===== src/rtl/riscv_fetch_pkg.sv =====
// Shared definitions for the instruction fetch stage: datapath widths,
// the default reset fetch address and the fetch state encoding.
package riscv_fetch_pkg;

  localparam int unsigned INSTR_WIDTH = 32;
  localparam int unsigned ADDR_WIDTH  = 32;

  localparam logic [ADDR_WIDTH-1:0] RESET_PC_DEFAULT = 32'h0000_0004;

  typedef enum logic {
    RUN  = 1'b0,
    HALT = 1'b1
  } fetch_state_e;

endpackage


===== src/rtl/fetch_unit.sv =====
// Instruction fetch stage. Issues word addresses to a one-cycle-latency
// instruction memory, presents the returned word to decode, replays the
// outstanding address while decode stalls, follows redirects, and stops
// fetching when an all-zero instruction word comes back.
module fetch_unit
  import riscv_fetch_pkg::*;
#(
  parameter logic [ADDR_WIDTH-1:0] RESET_PC = RESET_PC_DEFAULT
) (
  input  logic                   clk,
  input  logic                   rst,
  output logic [ADDR_WIDTH-1:0]  imem_addr,
  input  logic [INSTR_WIDTH-1:0] imem_word,
  input  logic                   stall_i,
  input  logic                   redirect_i,
  input  logic [ADDR_WIDTH-1:0]  redirect_target,
  output logic                   if_valid_o,
  output logic [ADDR_WIDTH-1:0]  if_pc_o,
  output logic [INSTR_WIDTH-1:0] if_instr_o,
  output logic                   halted_o,
  output logic [31:0]            fetch_count_o
);

  fetch_state_e          state_q, state_d;
  logic [ADDR_WIDTH-1:0] fetch_pc_q, fetch_pc_d;
  logic [ADDR_WIDTH-1:0] resp_pc_q, resp_pc_d;
  logic                  resp_valid_q, resp_valid_d;
  logic [31:0]           count_q, count_d;

  logic [ADDR_WIDTH-1:0] pc_plus4;
  logic [ADDR_WIDTH-1:0] target_aligned;
  logic                  word_zero;
  logic                  running;
  logic                  deliver;
  logic                  unused_target_bits;

  // Sequential PC increment wraps naturally at the top of the address space.
  assign pc_plus4           = fetch_pc_q + 32'd4;
  assign target_aligned     = {redirect_target[ADDR_WIDTH-1:2], 2'b00};
  assign unused_target_bits = |redirect_target[1:0];
  assign word_zero          = (imem_word == '0);
  assign running            = (state_q == RUN);

  // While decode stalls on a live response, re-issue that response's
  // address so the memory keeps returning the same word.
  always_comb begin
    imem_addr = fetch_pc_q;
    if (stall_i && running && resp_valid_q) begin
      imem_addr = resp_pc_q;
    end
  end

  // Decode-facing outputs are views of the response register and memory data.
  always_comb begin
    if_pc_o       = resp_pc_q;
    if_instr_o    = imem_word;
    if_valid_o    = resp_valid_q && running && !word_zero;
    halted_o      = (state_q == HALT);
    fetch_count_o = count_q;
    deliver       = if_valid_o && !stall_i && !redirect_i;
  end

  // Next-state selection: redirect beats everything, HALT holds, a zero
  // word halts even under stall, otherwise advance unless stalled.
  always_comb begin
    state_d      = state_q;
    fetch_pc_d   = fetch_pc_q;
    resp_pc_d    = resp_pc_q;
    resp_valid_d = resp_valid_q;
    count_d      = count_q;

    if (deliver) begin
      count_d = count_q + 32'd1;
    end

    if (redirect_i) begin
      state_d      = RUN;
      fetch_pc_d   = target_aligned;
      resp_valid_d = 1'b0;
    end else if (running) begin
      if (resp_valid_q && word_zero) begin
        state_d      = HALT;
        resp_valid_d = 1'b0;
      end else if (!stall_i) begin
        resp_pc_d    = fetch_pc_q;
        resp_valid_d = 1'b1;
        fetch_pc_d   = pc_plus4;
      end
    end
  end

  // State registers with synchronous reset taking priority over all inputs.
  always_ff @(posedge clk) begin
    if (rst) begin
      state_q      <= RUN;
      fetch_pc_q   <= RESET_PC;
      resp_pc_q    <= '0;
      resp_valid_q <= 1'b0;
      count_q      <= '0;
    end else begin
      state_q      <= state_d;
      fetch_pc_q   <= fetch_pc_d;
      resp_pc_q    <= resp_pc_d;
      resp_valid_q <= resp_valid_d;
      count_q      <= count_d;
    end
  end

endmodule

===== config.mk =====
export PLATFORM = sky130hd
export DESIGN_NAME = fetch_unit
export DESIGN_NICKNAME = d
export VERILOG_FILES = /design/src/rtl/riscv_fetch_pkg.sv /design/src/rtl/fetch_unit.sv
export SDC_FILE = /design/constraint.sdc
export NUM_CORES = 1
export LEC_CHECK = 0
export BUFFER_PORTS_ARGS = -buffer_cell sky130_fd_sc_hd__buf_2
export CORE_MARGIN = 2
export CORE_UTILIZATION = 25
export CTS_CLUSTER_DIAMETER = 30
export CTS_CLUSTER_SIZE = 16
export DETAILED_ROUTE_END_ITERATION = 10
export PLACE_DENSITY = 0.51
export SLEW_MARGIN = 20
export SYNTH_ARGS = -nofsm -noshare
export SYNTH_HDL_FRONTEND = slang
export SYNTH_SLANG_ARGS = --single-unit

===== constraint.sdc =====
create_clock -name clk -period 1.95 [get_ports clk]
set_clock_uncertainty 0.05 [all_clocks]
set_input_delay 0.0975 -clock clk [delete_from_list [all_inputs] [get_ports clk]]
set_output_delay 0.0975 -clock clk [all_outputs]
set_load 0.01 [all_outputs]

Word-level counts from Yosys, hierarchy flattened
Cells that the tools add are included.
{ "totals": {"regBits": 98, "in_bits": 68, "out_inout_bits": 130, "word_cells": 41} }
{ "classes": {"add_sub_neg": 2, "eq_ne": 4, "n_mux": 9, "n_bitwise": 4, "n_reduce_logical": 16} }
{ "op_table": {"columns": ["op", "n"], "rows": [
  ["$mux W32", 5],
  ["$add A32 B1 Y32 const B", 1],
  ["$add A32 B3 Y32 const B", 1],
  ["$logic_not A32 Y1", 1],
  ["$logic_and A1 B1 Y1", 7],
  ["$reduce_and A3 Y1", 2],
  ["$mux W1", 4],
  ["$ne A2 B1 Y1 const B", 2],
  ["$ne A2 B2 Y1 const B", 2],
  ["$not A1 Y1", 4],
  ["$reduce_and A4 Y1", 1],
  ["$logic_not A1 Y1", 3],
  ["$reduce_and A2 Y1", 1],
  ["$reduce_or A2 Y1", 1]
]} }

Longest topological paths before layout
{ "logic_depth": {"depth_word": 5, "mapped_depth": 8, "ltp_nobuf": 5} }

Least setup slack after synthesis
OpenSTA, ideal clock, no wires.
{ "synth_timing": {"path_type": "reg-to-reg", "start": "register fetch_pc_q[9]", "end": "register fetch_pc_q[31]", "setup_ps": 74, "arrival_time_ps": 1905, "required_time_ps": 1826, "setup_slack_ps": -79, "path_stages_with_launch": 6, "n_path_buf": 0, "synth_period_minus_slack_ps": 2029, "cell_sequence": "dfxtp_1 nand4_2 or3_4 or3_4 or4b_1 a31oi_1"} }
{ "synth_between": {"elab_chain_cells": 5} }
{ "synth_lines": {"columns": ["item", "line", "text"], "rows": [
  ["start, declared", "fetch_unit.sv:25", "logic [ADDR_WIDTH-1:0] fetch_pc_q, fetch_pc_d;"],
  ["start signal, assigned", "fetch_unit.sv:102", "fetch_pc_q <= fetch_pc_d;"],
  ["$add A32 B3 Y32", "fetch_unit.sv:38", "assign pc_plus4 = fetch_pc_q + 32'd4;"],
  ["$mux W32", "fetch_unit.sv:84", "end else if (!stall_i) begin"],
  ["$mux W32", "fetch_unit.sv:81", "if (resp_valid_q && word_zero) begin"],
  ["$mux W32", "fetch_unit.sv:80", "end else if (running) begin"],
  ["$mux W32", "fetch_unit.sv:76", "if (redirect_i) begin"]
]} }
Every way passes these cells. The select of a mux whose other input is x is not followed.
A chain may end at the register's enable or synchronous reset.

Worst setup path in the final report
{ "layout_timing": {"start": "register state_q (netlist: halted_o)", "end": "register count_q[31] (netlist: fetch_count_o[31])"} }
{ "layout_between": {"elab_chain_cells": 5} }
{ "layout_lines": {"columns": ["item", "line", "text"], "rows": [
  ["start, declared", "fetch_unit.sv:24", "fetch_state_e state_q, state_d;"],
  ["start signal, assigned", "fetch_unit.sv:101", "state_q <= state_d;"],
  ["$not A1 Y1 (no source line)", null, null],
  ["$logic_and A1 B1 Y1 (2 in a row)", "fetch_unit.sv:57", "if_valid_o = resp_valid_q && running && !word_zero;"],
  ["$logic_and A1 B1 Y1 (2 in a row)", "fetch_unit.sv:60", "deliver = if_valid_o && !stall_i && !redirect_i;"],
  ["end signal, assigned", "fetch_unit.sv:105", "count_q <= count_d;"],
  ["end, declared", "fetch_unit.sv:28", "logic [31:0] count_q, count_d;"]
]} }
Every way passes these cells.

==> reports/metrics.cfg <==
[pwr]
p_per_area_mw_per_mm2=590
ir_drop_mv=0.556
power.leakage_nw=3.30

[critical_path]
reg2reg_from=halted_o$_SDFF_PP0_
crit_arrival_ns=2.23
path_cells=nor4b_4 -> buf_4 -> and4_4 -> o2111ai_4 -> buf_6 -> or3_1 -> a21oi_1
cp-start-kind=flip-flop
crit_buf_inv=2
critical_path.max_stage_delay_ns=0.37
rrSetupSlack_ns=-0.06
worstSetupEndpointType=flip-flop
path_delay_family=simple AND/OR/NAND/NOR gates
cp_max_fo=6
rr_worst_depth=7
slowest_stage=dfxtp_4
critical_path_required_ns=2.17
worstSetupPathType=flip-flop to flip-flop
r2r_end=fetch_count_o[31]$_SDFFE_PP0P_

[clocking]
cts_buffer_depth=2
root_buffer=clkbuf_16
cts.sinks=94
cts_buffers=9
clk_pin_slew_worst_paths_ns=0.07
clk_latency_ns=0.35
cts_tree=yes
cts-htree-levels=3

[cells_and_area]
drive_gt1_frac=0.460
num_antenna_cells=0
layout.nets=968
nFillCells=2121
area_growth_pct=48.9
final_cell_count_no_fill=1172

[floorplanning]
die_h_um=149
io_pins=198
start_util=0.257
fp-row-count=52
dieWidth_um=149
core_area_mm2=0.0204
die_area_mm2=0.0221

[global_route]
track_usage=0.163
overflow=0
grt_pass1_wl_mm=28.6
grt_pass1_vias=5272
grt_max_degree=36
grt_antenna_before_repair=1

[drt]
postRouteWirelength_mm=18.1
via_per_inst=4.69
dr.pass1.iters=4
drt-initial-drc-count=335
num_vias=5495
wl_per_cell_um=15.5
ant_nets=0
drc=0

[placement]
io_buffers=191
place_congestion=0.767
hpwl_mm=13.3
placed_cells=1129
pre_cts_slack_ns=-0.220

[yosys]
syn_inst=632
synth.distinct_cells=60
async_flop_share=0
synth_flop_cell=dfxtp_1
synth_area_per_cell_um2=8.28
ys_ff_latch=94
yosysWarnings=0
synth_area_mm2=0.00523
ys_seq_area_frac=0.360
synth_edf_count=0

[flow_run]
max_cap_violations=0

[min_path]
worstHoldPathType=primary input to flip-flop
hp-start=redirect_target[31]
hold_depth=3
min_to=fetch_pc_q[31]$_SDFFE_PP0P_

[sta]
hold_ws_ns=0.00914
rsz0062_at_grt=yes
timing_max_transition_violations_final=0
setup_violations=8
min_period_over_period=1.03
fmax_mhz=497
finalWorstSetupSlack_ns=-0.0602
hold_violations=0
period_needed_ns=2.01

[status]
violations=setup timing
outcome=finished with violations

-- flip-flops by register name, summed over array words and instances (netlist names) --
signal and flops:
fetch_count_o 32, fetch_pc_q 30, if_pc_o 30, halted_o 1, resp_valid_q 1
-- routing by layer --
metal | GRT usage | wire length, µm
met1 | 0.223 | 8560
met2 | 0.266 | 8490
met3 | 0.0371 | 917
met4 | 0.0305 | 163
met5 | 0 | 16
-- worst reg2reg max path, cell delays in order (launching register included) --
cell	delay (ns)
dfxtp_4	0.37
nor4b_4	0.31
buf_4	0.18
and4_4	0.27
o2111ai_4	0.15
buf_6	0.18
or3_1	0.30
a21oi_1	0.14
-- Yosys cell counts (all sizes together), types with 14 or more instances --
cell type  number  share of area
a21oi          51          0.049
buf            44          0.061
clkbuf         33          0.034
dfxtp          94           0.36
inv            14          0.010
mux2           30          0.065
nand2          78          0.056
nand3          17          0.016
nor2           46          0.033
nor4           16          0.019
o21ai          27          0.026
or3            24          0.031
-- through the flow --
stage	power, mW	TNS (ns)	cell area, µm²	util
after floorplan	2.45	0	5240	-
after global placement	2.77	-4.19	6940	0.341
after detailed placement	2.77	-5.90	6940	0.341
after CTS	4.64	-0.966	7560	0.371
after global routing	4.80	-2.08	7780	0.382
final	4.60	-0.292	7780	0.382
-- final cells by class --
cell class                      instances  area, µm²  share of cell area
Multi-Input combinational cell        449       3060               0.393
Inverter                               14       52.6             0.00675
Clock buffer                           10        239              0.0307
Timing Repair Buffer                  330       2140               0.275
Clock inverter                          5       58.8             0.00755
Sequential cell                        94       1900               0.243
Tap cell                              270        338              0.0434
-- cells in the final DEF, fill, tap and decap left out, types with 8 or more instances in the layout --
cell,synthesis,layout
nor2_1,46,46
nand3_1,17,16
o21ai_0,27,25
nand2_1,78,76
and4_1,10,8
xor2_1,13,13
nor4_1,16,12
or3_1,21,17
buf_2,5,191
a21oi_1,51,42
mux2_2,30,30
buf_6,1,10
dfxtp_1,94,87
clkbuf_16,0,9
nand4_1,10,10
and3_1,10,9
a21oi_2,0,9
a311oi_1,13,9
buf_4,37,106
dlygate4sd3_1,0,18
nor3_1,9,8
inv_1,13,13
-- worst max path at each step --
stage | to | start | slack (ns) | depth (start not counted)
2_1_floorplan | fetch_pc_q[31]$_SDFFE_PP0P_ | fetch_pc_q[8]$_SDFFE_PP0P_ | 0.004 | 6
3_3_place_gp | fetch_count_o[31]$_SDFFE_PP0P_ | halted_o$_SDFF_PP0_ | -0.19 | 7
3_5_place_dp | fetch_count_o[29]$_SDFFE_PP0P_ | halted_o$_SDFF_PP0_ | -0.22 | 7
4_1_cts | fetch_count_o[31]$_SDFFE_PP0P_ | halted_o$_SDFF_PP0_ | -0.1 | 7
5_1_grt | fetch_count_o[27]$_SDFFE_PP0P_ | halted_o$_SDFF_PP0_ | -0.14 | 7
6_report | fetch_count_o[31]$_SDFFE_PP0P_ | halted_o$_SDFF_PP0_ | -0.06 | 7
-- timing repair --
action / CTS / global route
cloned: 1 / 0
resized for setup: 24 / 46
setup buffers: 6 / 3
setup endpoints to repair: 66 / 69
pin swaps: 17 / 21
hold buffers: 18 / 0
hold endpoints to repair: 18 / 0
-- power breakdown --
group / leakage [nW] / internal [mW] / total, mW / switching (mW)
combinational: 2.39 / 0.358 / 0.744 / 0.386
clock: 0.141 / 1.03 / 1.82 / 0.793
sequential: 0.770 / 1.98 / 2.03 / 0.0474
-- cells by family after synthesis --
kind of cell	count (synthesis)	synth area share
AOI/OAI and AO/OA	148	0.186
xor gates and xnor gates	16	0.0268
adders and majority gates	2	0.00478
buffers and inverters	92	0.106
DFF	94	0.360
muxes	31	0.0665
other	1	0.000717
and+or+nand+nor	248	0.250
Note: power is estimated with default switching activity, not from simulation.
